[src/rtl/serial_subtractor.sv]
// Bit-serial two's-complement subtractor: a - b, one bit per clock, LSB first.
// A single full-subtractor cell and a registered borrow walk the operands.
module serial_subtractor #(
    parameter int unsigned WIDTH = 8
) (
    input  logic             clk,
    input  logic             rst,
    input  logic             start,
    input  logic [WIDTH-1:0] a,
    input  logic [WIDTH-1:0] b,
    output logic             busy,
    output logic             done,
    output logic [WIDTH-1:0] diff,
    output logic             borrow_out,
    output logic             overflow
);

    localparam int unsigned CW = (WIDTH > 1) ? $clog2(WIDTH) : 1;
    localparam logic [CW-1:0] LastBit = CW'(WIDTH - 1);

    typedef enum logic [1:0] {StIdle, StRun, StDone} state_t;

    state_t           state_q, state_d;
    logic [WIDTH-1:0] a_q, a_d;
    logic [WIDTH-1:0] b_q, b_d;
    logic [WIDTH-1:0] res_q, res_d;
    logic [WIDTH-1:0] diff_q, diff_d;
    logic [CW-1:0]    cnt_q, cnt_d;
    logic             brw_q, brw_d;
    logic             amsb_q, amsb_d;
    logic             bmsb_q, bmsb_d;
    logic             bout_q, bout_d;
    logic             ovf_q, ovf_d;

    logic x, y, d, bout, load;

    // Full-subtractor cell
    assign x    = a_q[0];
    assign y    = b_q[0];
    assign d    = x ^ y ^ brw_q;
    assign bout = (~x & y) | (~(x ^ y) & brw_q);

    // A start is only honoured when no operation is in flight.
    assign load = start && (state_q != StRun);

    always_comb begin
        state_d = state_q;
        a_d     = a_q;
        b_d     = b_q;
        res_d   = res_q;
        diff_d  = diff_q;
        cnt_d   = cnt_q;
        brw_d   = brw_q;
        amsb_d  = amsb_q;
        bmsb_d  = bmsb_q;
        bout_d  = bout_q;
        ovf_d   = ovf_q;

        unique case (state_q)
            StIdle: begin
                state_d = StIdle;
            end
            StRun: begin
                a_d   = a_q >> 1;
                b_d   = b_q >> 1;
                res_d = {d, res_q[WIDTH-1:1]};
                brw_d = bout;
                cnt_d = cnt_q + CW'(1);
                if (cnt_q == LastBit) begin
                    state_d = StDone;
                    // Publish results on the edge that enters DONE so they show with done.
                    diff_d  = {d, res_q[WIDTH-1:1]};
                    bout_d  = bout;
                    ovf_d   = (amsb_q ^ bmsb_q) & (d ^ amsb_q);
                end
            end
            StDone: begin
                state_d = StIdle;
            end
            default: begin
                state_d = StIdle;
            end
        endcase

        if (load) begin
            state_d = StRun;
            a_d     = a;
            b_d     = b;
            res_d   = '0;
            cnt_d   = '0;
            brw_d   = 1'b0;
            amsb_d  = a[WIDTH-1];
            bmsb_d  = b[WIDTH-1];
        end
    end

    always_ff @(posedge clk or posedge rst) begin
        if (rst) begin
            state_q <= StIdle;
            a_q     <= '0;
            b_q     <= '0;
            res_q   <= '0;
            diff_q  <= '0;
            cnt_q   <= '0;
            brw_q   <= 1'b0;
            amsb_q  <= 1'b0;
            bmsb_q  <= 1'b0;
            bout_q  <= 1'b0;
            ovf_q   <= 1'b0;
        end else begin
            state_q <= state_d;
            a_q     <= a_d;
            b_q     <= b_d;
            res_q   <= res_d;
            diff_q  <= diff_d;
            cnt_q   <= cnt_d;
            brw_q   <= brw_d;
            amsb_q  <= amsb_d;
            bmsb_q  <= bmsb_d;
            bout_q  <= bout_d;
            ovf_q   <= ovf_d;
        end
    end

    assign busy       = (state_q == StRun);
    assign done       = (state_q == StDone);
    assign diff       = diff_q;
    assign borrow_out = bout_q;
    assign overflow   = ovf_q;

endmodule

[config.mk]
export PLATFORM = sky130hd
export DESIGN_NAME = serial_subtractor
export DESIGN_NICKNAME = d
export VERILOG_FILES = /design/src/rtl/serial_subtractor.sv
export SDC_FILE = /design/constraint.sdc
export NUM_CORES = 1
export LEC_CHECK = 0
export CORE_MARGIN = 1.5
export CORE_UTILIZATION = 47
export CTS_CLUSTER_DIAMETER = 60
export DETAILED_ROUTE_END_ITERATION = 16
export PLACE_DENSITY = 0.75
export SYNTH_ARGS = -nofsm -noshare
export SYNTH_HDL_FRONTEND = slang
export SYNTH_SLANG_ARGS = --single-unit
[constraint.sdc]
create_clock -name clk -period 1.4 [get_ports clk]
set_input_delay 0.21 -clock clk [delete_from_list [all_inputs] [get_ports clk]]
set_output_delay 0.21 -clock clk [all_outputs]
set_load 0.01 [all_outputs]
Word level (Yosys, flattened, before mapping):

Index checks and enable logic that the tools add are counted.
W data, S select, Z words.

* logic and storage cells: 43
* register bits after elaboration: 42
* input bits: 19
* output and inout port bits: 12

* bitwise operators: 10
* eq/ne operators: 5
* muxes and demuxes: 13
* reduce and logical (&&, ||, !) cells: 3
* add/subtract/negate cells: 1

Operator list (number)
* $mux W8: 6
* $mux W2: 3
* $mux W3: 2
* $xor A1 B1 Y1: 4
* $add A3 B1 Y3 const B: 1
* $and A1 B1 Y1: 3
* $eq A3 B3 Y1 const B: 1
* $ne A3 B1 Y1 const B: 1
* $eq A2 B1 Y1 const B: 1
* $eq A2 B2 Y1 const B: 1
* $mux W1: 2
* $ne A2 B1 Y1 const B: 1
* $not A1 Y1: 2
* $reduce_and A2 Y1: 1
* $reduce_bool A2 Y1: 1
* $logic_and A1 B1 Y1: 1
* $or A1 B1 Y1: 1

Longest topological paths before layout:

* word-level depth: 6
* gate-level depth with buffers: 6
* depth with buffers taken out: 5

Worst setup path before layout:

Ideal clock, no wire load.

* path kind: flip-flop to flip-flop
* start point: register cnt_q[0]
* end point: register diff_q[0] (netlist: diff[0])
* setup time: 125 ps
* path buffers: 1
* clock period less this slack: 1416 ps
* stages on the path, launching flop included: 6
* arrival: 1291 ps
* setup slack: -16 ps
* data required time: 1275 ps
* cell sequence: dfrtp_1 -> ha_1 -> ha_1 -> nand3b_4 -> buf_6 -> mux2_4

* word-level cells in the longest chain between the ends: 2

RTL lines
* start: declaration: RTL line 28 `logic [CW-1:0] cnt_q, cnt_d;`
* start signal: assignment: RTL line 116 `cnt_q <= cnt_d;`
* $eq A3 B3 Y1: RTL line 69 `if (cnt_q == LastBit) begin`
* $reduce_and A2 Y1 (no source line)
* end signal: assignment: RTL line 115 `diff_q <= diff_d;`
* end: declaration: RTL line 27 `logic [WIDTH-1:0] diff_q, diff_d;`

No other way between the ends.
A chain may end at the register's enable or synchronous reset.

Final worst setup path:

* start point: register a_q[0]
* end point: register ovf_q (netlist: overflow)

* word-level cells in the longest chain between the ends: 4

RTL lines
* start: declaration: RTL line 24 `logic [WIDTH-1:0] a_q, a_d;`
* start signal: assignment: RTL line 100 `a_q <= '0;`
* start signal: assignment: RTL line 112 `a_q <= a_d;`
* $xor A1 B1 Y1 (2 in a row): RTL line 40 `assign d = x ^ y ^ brw_q;`
* net d: RTL line 35 `logic x, y, d, bout, load;`
* $xor A1 B1 Y1: RTL line 74 `ovf_d = (amsb_q ^ bmsb_q) & (d ^ amsb_q);`
* $and A1 B1 Y1: RTL line 74
* end signal: assignment: RTL line 121 `ovf_q <= ovf_d;`
* end: declaration: RTL line 33 `logic ovf_q, ovf_d;`

The timed path passes the listed nets, and every way through them passes these cells.

==> results.toml <==
[critical_path]
critical_path.max_fanout = 4
startpoint_type = "flop"
critical_path.endpoint_type = "flop"
crit_chain = "fa_1, and3b_1, a21oi_1, o21ai_1"
cpPeakStageDelay_ps = 510
crit_required_ps = 1580
timing.setup.critical_path_class = "reg -> reg"
critical_path.top_delay_family = "adder cells"
critical_path_buf_inv_count = 0
crit_path_dat_ps = 1570
critical-path-slowest-cell = "fa_1"

[detailed_routing]
drt_first_iter_violations = 88
drcViolationCount = 0
drt-vias-per-instance = 4.91
wl_met3_um = 131
top_layer_used = "met4"
wl_met2_um = 1590
wirelength_met1_um = 1470
detail-route-antenna-nets = 0
wl_per_cell_um = 13.1
route.final.wire_length_um = 3240
drt_first_pass_iters = 4
via_count = 1212

[place]
place_worst_setup_slack_ps = -62.8
count_of_input_and_output_buffers = 30
gp_congestion = 0.693
post_dp_hpwl_um = 2230

[finish]
num-nets-final = 220
post_route_cells_drive_above_1_share_pct = 18.6
area.growth.synth_to_final_pct = 30.5
diodes = 0

[global_routing]
grt.overflow.total = 0
track_usage_pct = 18.0
antenna_found_initial = 0
wire_length_of_the_first_global_routing_pass_um = 5760
pin_count_of_the_biggest_net_entering_global_routing = 42
grt_pass1_vias = 1235

[timing]
final_hold_viol_count = 0
unrepaired_setup_endpoints_after_global_routing = "true"
hold-worst-slack_ps = 278
fin_skew_ps = 7.43
achievable-frequency_mhz = 717
report.final.slew_viol_count = 0
min_period_ps = 1390
finalWorstSetupSlack_ps = 5.76
max_slew_margin_pct = 84.1
period_share_pct = 99.6
report.final.setup_viol = 0
tightest_slew_ps = 238

[clock_network]
cts_root_buf = "clkbuf_8"
register_clock_pin_slew_on_the_reported_worst_setup_and_hold_paths_ps = 80
htreeDepth = 2
cts.sink_count = 41
ctsLongestPathBuffers = 2
tritoncts_clock_tree = "done"
clock_insertion_delay_at_the_later_pin_of_the_skew_report_ps = 290
total_clock_buffers_created_by_cts = 5
cts_hold_buf = 0

[power]
max-vdd-ir-drop_v = 0.00111
powerDensity_nw_per_um2 = 1980
leakage_nw = 1.20

[die]
chipWidth_um = 65
fp-row-count = 22
fp.coreArea_um2 = 3690
floorplan.die.height_um = 65
top_level_ports = 31
floorplan.initialDensity_pct = 49.0
floorplan.die_area_um2 = 4230

[status]
run_status = "completed"

[yosys]
ys.warnings.count = 0
synth_nets = 179
syn-instance-count = 157
mappedNetlistArea_um2 = 1810
avgSynthCellArea_um2 = 11.5
yosys_register_bits = 41
synth_seq_area_share_pct = 56.8
synth.distinct_cells = 23

[worst_hold_path]
holdCritPathClass = "in -> async"

[flow_run]
max_cap_violations = 0
[cell families after synthesis]
logic type                 synth area share [%]
AOI/OAI and AO/OA                          7.48
adders and majority gates                  2.49
buffers and inverters                      4.29
DFF                                        56.8
muxes                                      16.8
and+or+nand+nor                            12.2
[through the flow]
stage,instances,instance area (um^2),power [mW],util (%),setup TNS (ps)
floorplan,157,1810,3.20,-,0
global placement,235,2200,3.78,59.7,-176
detailed placement,235,2200,3.89,59.7,-440
CTS,246,2310,4.66,62.7,-0.962
global route,247,2360,5.06,63.9,-62.3
finish,247,2360,4.66,63.9,0
[cell usage after synthesis (all sizes together)]
cell type / instances / area share [%]
mux2: 11 / 7.9
and3b: 1 / 0.48
ha: 2 / 1.4
nand2: 26 / 5.4
nand3b: 1 / 1.1
dfrtp: 41 / 57
mux2i: 16 / 8.9
fa: 1 / 1.1
or3: 1 / 0.35
buf: 8 / 3.0
o21ai: 26 / 7.2
inv: 5 / 1.0
clkbuf: 1 / 0.28
a21oi: 1 / 0.28
nand2b: 10 / 3.5
nor2: 5 / 1.0
nor2b: 1 / 0.35
[power by group]
group,total [mW],internal [mW],switching (mW)
sequential,2.03,1.71,0.320
combinational,1.90,0.986,0.914
clock,0.728,0.345,0.382
total,4.66,3.04,1.62
[placed cells by master, fill, tap and decap left out, types with 2 or more instances in the layout]
cell type / synthesis / final
dfrtp_1: 41 / 41
nand2_1: 26 / 26
clkdlybuf4s50_1: 0 / 18
o21ai_0: 17 / 17
mux2i_1: 16 / 16
buf_4: 3 / 10
nand2b_1: 10 / 9
o21ai_1: 9 / 9
mux2_4: 5 / 6
dlymetal6s2s_1: 0 / 6
nor2_1: 5 / 5
clkbuf_8: 0 / 5
dlygate4sd2_1: 0 / 4
mux2_2: 3 / 3
inv_2: 1 / 3
nand3b_4: 1 / 2
inv_1: 4 / 2
mux2_1: 3 / 2
clkinv_2: 0 / 2
buf_12: 0 / 2
[sequential cells by signal, indices dropped and copies added (netlist names), 2 cells and up]
signal / flops
a_q: 8
b_q: 8
cnt_q: 3
diff: 8
res_q: 7
state_q: 2
[per-layer routing]
layer	track usage, %	up-vias
li1	-	612
met1	22.7	567
met2	29.8	26
met3	4.17	7
met4	7.18	0
met5	0	-
[final cells by class]
class	count	area, um^2
inverter	5	18.8
sequential	41	1030
multi-input combinational	103	749
timing repair buffer	42	420
fill	301	1330
tap	48	60.1
clock buffer	6	72.6
clock inverter	2	10.0
[final timing paths]
kind	from	to	slack (ps)	cells after the start
worst max-delay path	a_q[0]	overflow	6	4
worst min-delay path	rst	res_q[1]	280	3
worst max register to register	a_q[0]	overflow	6	4
worst min register to register	b_q[7]	b_q[6]	480	2
max in group asynchronous	rst	res_q[6]	920	3
min in group clk	b_q[7]	b_q[6]	480	2
[worst register-to-register path: stages, from the launching register on]
cell     delay (ps)
dfrtp_1         400
fa_1            520
and3b_1         190
a21oi_1         110
o21ai_1          70
[repair_timing]
action / 4_1_cts / 5_1_grt
pin swaps: 2 / 2
endpoints found under the setup margin: 10 / 17
resized for setup: 10 / 12
cloned: 1 / 0
buffers inserted: 2 / 1
Note: power is estimated with default switching activity, not from simulation.
